### config.mk
export PLATFORM = sky130hd
export DESIGN_NAME = alu_exec
export DESIGN_NICKNAME = d
export VERILOG_FILES = /design/src/rtl/alu_exec.sv
export SDC_FILE = /design/constraint.sdc
export NUM_CORES = 1
export LEC_CHECK = 0
export ABC_AREA = 1
export ABC_CLOCK_PERIOD_IN_PS = 2500
export CORE_UTILIZATION = 50
export CTS_CLUSTER_DIAMETER = 80
export CTS_CLUSTER_SIZE = 28
export DETAILED_ROUTE_END_ITERATION = 7
export PLACE_DENSITY = 0.76
export SKIP_CTS_REPAIR_TIMING = 1
export SLEW_MARGIN = 25
export SYNTH_ARGS = -nofsm -noshare
export SYNTH_HDL_FRONTEND = slang
export SYNTH_SLANG_ARGS = --single-unit
### constraint.sdc
create_clock -name clk -period 2.5 [get_ports clk]
set_clock_uncertainty 0.15 [all_clocks]
set_input_delay 0.75 -clock clk [delete_from_list [all_inputs] [get_ports clk]]
set_output_delay 0.75 -clock clk [all_outputs]
set_load 0.02 [all_outputs]
### src/rtl/alu_exec.sv
// alu_exec: execute stage feeding reg_file's write port. Single-cycle ALU ops, iterative
// shifts, and a shift-add multiplier that is present only when ALU_MUL_EN is defined.
module alu_exec #(
  parameter int reg_width = 8
) (
  input  logic                 clk,
  input  logic                 rst_n,
  input  logic                 in_valid,
  output logic                 in_ready,
  input  logic [2:0]           op,
  input  logic [reg_width-1:0] rs_val,
  input  logic [reg_width-1:0] rt_val,
  input  logic [1:0]           dst_addr,
  output logic                 write,
  output logic [1:0]           rd_addr,
  output logic [reg_width-1:0] rd_in,
  output logic                 carry_flag,
  output logic                 zero_flag
);
  localparam int W  = reg_width;
  localparam int SW = $clog2(W);
  localparam int CW = $clog2(W + 1);
`ifdef ALU_MUL_EN
  localparam int AW = 2 * W;
`else
  localparam int AW = W;
`endif

  typedef enum logic [1:0] {IDLE, ITER, WB} state_t;
  typedef enum logic [2:0] {
    OP_ADD = 3'b000, OP_SUB = 3'b001, OP_AND = 3'b010, OP_OR  = 3'b011,
    OP_XOR = 3'b100, OP_SHL = 3'b101, OP_SHR = 3'b110, OP_MUL = 3'b111
  } op_t;
  typedef struct packed {
    op_t        op;
    logic [1:0] dst;
  } req_t;

  state_t         state, state_d;
  req_t           req_q;
  logic [CW-1:0]  cnt;
  logic [AW-1:0]  acc, acc_nxt;
`ifdef ALU_MUL_EN
  logic [AW-1:0]  mcand;
  logic [W-1:0]   mplier;
`endif
  logic           res_c;
  logic           xfer;
  op_t            op_in;
  logic [SW-1:0]  shamt;
  logic [W-1:0]   alu_res;
  logic           alu_c;
  logic           iter_c;
  logic           wb_write;
  logic [1:0]     wb_addr;
  logic [W-1:0]   wb_res;
  logic           wb_c;

  assign in_ready = (state == IDLE);
  assign xfer     = in_valid && in_ready;
  assign op_in    = op_t'(op);
  assign shamt    = rt_val[SW-1:0];

  // Single-cycle result; the default (rs_val, no carry) doubles as a zero-amount shift.
  always_comb begin
    alu_res = rs_val;
    alu_c   = 1'b0;
    case (op_in)
      OP_ADD: {alu_c, alu_res} = {1'b0, rs_val} + {1'b0, rt_val};
      OP_SUB: begin
        alu_res = rs_val - rt_val;
        alu_c   = (rs_val < rt_val);
      end
      OP_AND: alu_res = rs_val & rt_val;
      OP_OR:  alu_res = rs_val | rt_val;
      OP_XOR: alu_res = rs_val ^ rt_val;
      default: ;
    endcase
  end

  // One iteration step; the final step's value is written back directly.
  always_comb begin
    acc_nxt = acc;
    iter_c  = 1'b0;
    case (req_q.op)
      OP_SHL: acc_nxt[W-1:0] = {acc[W-2:0], 1'b0};
      OP_SHR: acc_nxt[W-1:0] = {1'b0, acc[W-1:1]};
`ifdef ALU_MUL_EN
      OP_MUL: begin
        acc_nxt = acc + (mplier[0] ? mcand : '0);
        iter_c  = |acc_nxt[AW-1:W];
      end
`endif
      default: ;
    endcase
  end

  always_comb begin
    state_d  = state;
    wb_write = 1'b0;
    wb_addr  = req_q.dst;
    wb_res   = acc_nxt[W-1:0];
    wb_c     = iter_c;
    case (state)
      IDLE: begin
        if (xfer) begin
          wb_addr = dst_addr;
          wb_res  = alu_res;
          wb_c    = alu_c;
          case (op_in)
            OP_SHL, OP_SHR: begin
              if (shamt == '0) begin
                state_d  = WB;
                wb_write = 1'b1;
              end else begin
                state_d  = ITER;
              end
            end
            OP_MUL: begin
`ifdef ALU_MUL_EN
              state_d = ITER;
`else
              // accepted but produces nothing: pass through WB without a write
              state_d = WB;
`endif
            end
            default: begin
              state_d  = WB;
              wb_write = 1'b1;
            end
          endcase
        end
      end
      ITER: begin
        if (cnt == CW'(1)) begin
          state_d  = WB;
          wb_write = 1'b1;
        end
      end
      WB:      state_d = IDLE;
      default: state_d = IDLE;
    endcase
  end

  always_ff @(posedge clk) begin
    if (!rst_n) begin
      state      <= IDLE;
      req_q      <= '0;
      cnt        <= '0;
      acc        <= '0;
      res_c      <= 1'b0;
      write      <= 1'b0;
      rd_addr    <= '0;
      rd_in      <= '0;
      carry_flag <= 1'b0;
      zero_flag  <= 1'b0;
`ifdef ALU_MUL_EN
      mcand      <= '0;
      mplier     <= '0;
`endif
    end else begin
      state <= state_d;
      write <= wb_write;
      if (wb_write) begin
        rd_addr <= wb_addr;
        rd_in   <= wb_res;
        res_c   <= wb_c;
      end
      // flags follow the op only once its write has been presented
      if (state == WB && write) begin
        carry_flag <= res_c;
        zero_flag  <= (rd_in == '0);
      end
      if (xfer) begin
        req_q <= '{op: op_in, dst: dst_addr};
        cnt   <= (op_in == OP_MUL) ? CW'(W) : CW'(shamt);
`ifdef ALU_MUL_EN
        acc    <= (op_in == OP_MUL) ? '0 : AW'(rs_val);
        mcand  <= AW'(rs_val);
        mplier <= rt_val;
`else
        acc    <= AW'(rs_val);
`endif
      end else if (state == ITER) begin
        cnt <= cnt - CW'(1);
        acc <= acc_nxt;
`ifdef ALU_MUL_EN
        mcand  <= mcand << 1;
        mplier <= mplier >> 1;
`endif
      end
    end
  end
endmodule

==> results.md <==
- The global-route wire length before repair is approximately 14000 um.
- The worst slack after detailed placement is -0.432 ns.
- The critical path launch point type is an input pin.
- The congestion estimate from routability-driven global placement came to 0.898.
- The number of ports placed on the die boundary is 38.
- Of the available clock period, the critical path in the final layout requires 0.980.
- The total overflow reported by the global router is 0.
- The post-detailed-route wirelength per cell is between 10 and 15 um.
- The worst-case vdd ir drop is 369 uV.
- The share of the yosys chip area belonging to registers is 0.231.
- The count of standard-cell rows is 27.
- Of the total power, the share spent switching nets is 0.372.
- The core area is roughly 0.0055 mm^2.
- The number of flip-flops and latches in the synthesized netlist is 33.
- The post-CTS clock slew at the launch and capture registers of the worst setup and hold paths is around 0.07 ns.
- The analysis attributes to cell leakage a power of roughly 1.9 nW.
- Of the total power, combinational logic draws 0.421.
- The family of cells with the greatest summed delay on the critical path is buffers and inverters.
- The sort of element at the end of the critical path is a register.
- Setup repair after global routing could not meet its margin everywhere.
- The length of the first detailed-routing pass in iterations is 4.
- The type of the worst setup path is in -> reg.
- The unique cell type count in the Yosys netlist is 45.
- Headroom to the max-slew limit came out at 0.755.
- The H-tree was split into 2 levels.
- The initial core utilization is 0.519.
- The clock tree from TritonCTS is built.
- For this run, the slowest stage of the critical path takes 0.53 ns.
- The total die area is ~0.0060 mm^2.
- The number of maximum-capacitance constraint violations is 0.
- The total placed cells including tap cells is around 610.
- Data on the critical path arrives at its endpoint at ~2.5 ns.
- The final antenna diode count is 0.
- The path type of the worst min-delay path is reg -> reg.
- The die is 77.6 um tall.
- The share of total power in sequential cells is 0.348.
- The final-report setup violation count is 0.
- The finished cells cover a little under 0.004 mm^2.
- Detailed routing inserted a total of ~3300 vias.
- The global router's overall resource usage is 0.294.
- The worst path in the final design needs a cycle of between 2 and 2.5 ns, including I/O delays and setup.
- The area added between synthesis and finish is 38.3%.
- The via count of the first global-routing pass is just under 3000.
- The slowest library cell on the worst path is sky130_fd_sc_hd__fa_2.
- The most used flip-flop cell after synthesis is sky130_fd_sc_hd__dfxtp_1.
- The share of total power dissipated in the clock network is 0.231.
- The number of antenna violations at the first check in global routing came to 0.
- Entering global routing, the biggest net connects 18 pins.
- Of the cells placed in the final design, the portion with a size suffix greater than 1 is 0.194.
- Of all nets on the critical path, the largest fanout is 5.
- The critical path goes through clkdlybuf4s50_1 > buf_4 > fa_2 > inv_1 > nand2_1 > o21ai_0 > inv_1 > o2111ai_2 > a21oi_2 > nor2_1.
- The count of cells in the finished layout, fillers not included, comes to about 610.
- The number of DRC violations after detailed-routing iteration 0 is roughly 290.
- The count of buffers added on input and output ports is 37.
- Once detail routing completed, the nets flagged for antenna violations numbered 0.
- The wire length reported by the detailed router is just under 9000 um.
- The cell sitting at the root of the clock tree is a sky130_fd_sc_hd__clkbuf_8.
- Synthesis handed over a netlist of approximately 440 instances.
- Internal power comes to 0.00110 W.
- The number of nets in the final layout is 593.
- The library cells used most frequently in the layout, excluding fill and tap cells, are 89 x sky130_fd_sc_hd__nand2_1, 75 x sky130_fd_sc_hd__inv_1, 63 x sky130_fd_sc_hd__buf_4, 34 x sky130_fd_sc_hd__nor2_1, 34 x sky130_fd_sc_hd__clkdlybuf4s50_1.
- Together, buffers and inverters on the worst path number 4.
- The number of CTS-inserted buffers is 5.
- The most used cell along the critical path is sky130_fd_sc_hd__inv_1.
- The deepest clock path buffer count is 2.
- The post-synthesis average cell area is roughly 6.4 um^2.
- The cell area after synthesis is roughly 0.0029 mm^2.
- After filler insertion, the fill cell instance count of the layout stands at 471.
- The max-slew violation total from the final report came to 0.
- The slew at the pin closest to its max-slew limit is approximately 0.37 ns.
- The worst setup margin is slightly below 0.05 ns.
- The worst-skew pair later-pin latency is approximately 0.30 ns.
- For this design, the sink count on the clock tree is 33.
- The multi-input combinational cells in the finished layout cover a total of between 0.0015 and 0.002 mm^2.
- Static timing analysis puts the maximum clock frequency at between 0.4 and 0.5 GHz.
- The floorplan step set the die width to 77.6 um.
- Data on the critical path is required at its endpoint by 2.55 ns.
- The number of DRC violations after detailed routing is 0.
- The run finished with clean final reports.
- After layout, the design draws a total of about 0.0018 W.
- The power density normalized to cell area is 445 mW/mm^2.
- The number of synthesized flops with an enable pin is 0.
- The share of flip-flops with an asynchronous set or reset after synthesis is 0.
- The worst hold slack across all endpoints is approximately 0.32 ns.
- After detailed placement, the total cell area comes to 0.00376 mm^2.
- The net switching power is 0.000655 W.
- The most common library cell in the layout ignoring fill and taps is sky130_fd_sc_hd__nand2_1.
- Across the whole layout, storage elements account for ~660 um^2.
- The hold violation total from the final report is 0.
- The net count after synthesis is between 400 and 500.
- Once detailed placement completed, the half-perimeter wirelength came to between 6000 and 7000 um.
- Dividing the detail-routed via count by the number of cells gives between 5 and 6.
- The Yosys step of the flow raised 0 warnings.
==> cell usage after synthesis (2+ instances only) <==
library cell,count,share of area
sky130_fd_sc_hd__nor4_1,2,0.0044
sky130_fd_sc_hd__o22ai_1,10,0.022
sky130_fd_sc_hd__nand2_1,89,0.12
sky130_fd_sc_hd__xor2_1,2,0.0061
sky130_fd_sc_hd__o211ai_1,2,0.0052
sky130_fd_sc_hd__a211oi_1,4,0.010
sky130_fd_sc_hd__nor2_1,35,0.046
sky130_fd_sc_hd__a31oi_1,6,0.013
sky130_fd_sc_hd__nand3_1,31,0.054
sky130_fd_sc_hd__inv_2,2,0.0026
sky130_fd_sc_hd__dfxtp_1,33,0.23
sky130_fd_sc_hd__inv_1,77,0.10
sky130_fd_sc_hd__clkbuf_1,2,0.0026
sky130_fd_sc_hd__nor3_1,3,0.0052
sky130_fd_sc_hd__nor2_4,4,0.016
sky130_fd_sc_hd__o21ai_1,6,0.010
sky130_fd_sc_hd__a21oi_1,36,0.063
sky130_fd_sc_hd__mux2i_1,2,0.0070
sky130_fd_sc_hd__ha_1,26,0.11
sky130_fd_sc_hd__nand4_1,7,0.015
sky130_fd_sc_hd__o21ai_0,34,0.059
sky130_fd_sc_hd__buf_4,3,0.0079
sky130_fd_sc_hd__buf_2,5,0.0087
sky130_fd_sc_hd__fa_1,2,0.014
==> final timing paths <==
path / startpoint / endpoint / slack (ns) / depth (start not counted)
setup / recovery: rt_val[1] / rd_in[1]$_SDFFE_PN0P_ / 0.05 / 10
setup reg to reg: req_q[4]$_SDFFE_PN0P_ / rd_in[1]$_SDFFE_PN0P_ / 0.64 / 7
hold reg to reg: carry_flag$_SDFFE_PN0P_ / carry_flag$_SDFFE_PN0P_ / 0.32 / 2
hold / removal: carry_flag$_SDFFE_PN0P_ / carry_flag$_SDFFE_PN0P_ / 0.32 / 2
==> logic make-up after synthesis <==
| family | after synthesis | share of synthesized area |
|---|---|---|
| AOI/OAI and AO/OA | 109 | 0.221 |
| xor gates and xnor gates | 2 | 0.00613 |
| adders and majority gates | 28 | 0.128 |
| buffers and inverters | 92 | 0.132 |
| DFF | 33 | 0.231 |
| muxes | 2 | 0.00700 |
| and+or+nand+nor | 178 | 0.276 |
==> layer usage <==
layer | wire length, um | share of wire | track usage | up-vias
met1 | 3960 | 0.45 | 0.400 | 1518
met2 | 4000 | 0.46 | 0.473 | 133
met3 | 570 | 0.065 | 0.0400 | 20
met4 | 185 | 0.021 | 0.100 | 0
met5 | 0 | 0 | 0 | -
li1 | - | - | - | 1652
==> area by class of cell <==
| class | instances | share of cell area |
|---|---|---|
| Inverter | 80 | 0.0766 |
| Clock buffer | 6 | 0.0183 |
| Tap cell | 72 | 0.0228 |
| Clock inverter | 2 | 0.00253 |
| Multi-Input combinational cell | 319 | 0.488 |
| Timing Repair Buffer | 102 | 0.225 |
| Sequential cell | 33 | 0.167 |
==> registers in the layout, indices dropped and copies added, names as in the netlist <==
| signal | cells |
|---|---|
| cnt | 4 |
| rd_addr | 2 |
| state | 2 |
| write | 1 |
| req_q | 5 |
| carry_flag | 1 |
| zero_flag | 1 |
| acc | 8 |
| res_c | 1 |
| rd_in | 8 |
==> through the flow <==
step / util / setup TNS, ns
floorplan: - / 0
global placement: 0.683 / -2.51
detailed placement: 0.683 / -2.91
CTS: 0.698 / -0.406
global route: 0.718 / -0.0615
finish: 0.718 / 0
==> tightest hold or removal path, delay by kind of cell, from the launching register on <==
kind / cells / cell delay, ns
flops: 1 / 0.32
compound gates: 1 / 0.06
buf+inv: 1 / 0.05
==> power groups by stage <==
stage | logic [W] | registers, W | clock network, W
5_1_grt | 0.000815 | 0.000619 | 0.000435
2_1_floorplan | 0.000383 | 0.000639 | 0
6_report | 0.000740 | 0.000613 | 0.000407
3_5_place_dp | 0.000703 | 0.000624 | 0
4_1_cts | 0.000706 | 0.000612 | 0.000408
3_3_place_gp | 0.000691 | 0.000622 | 0
(Power assumes the default switching activity.)
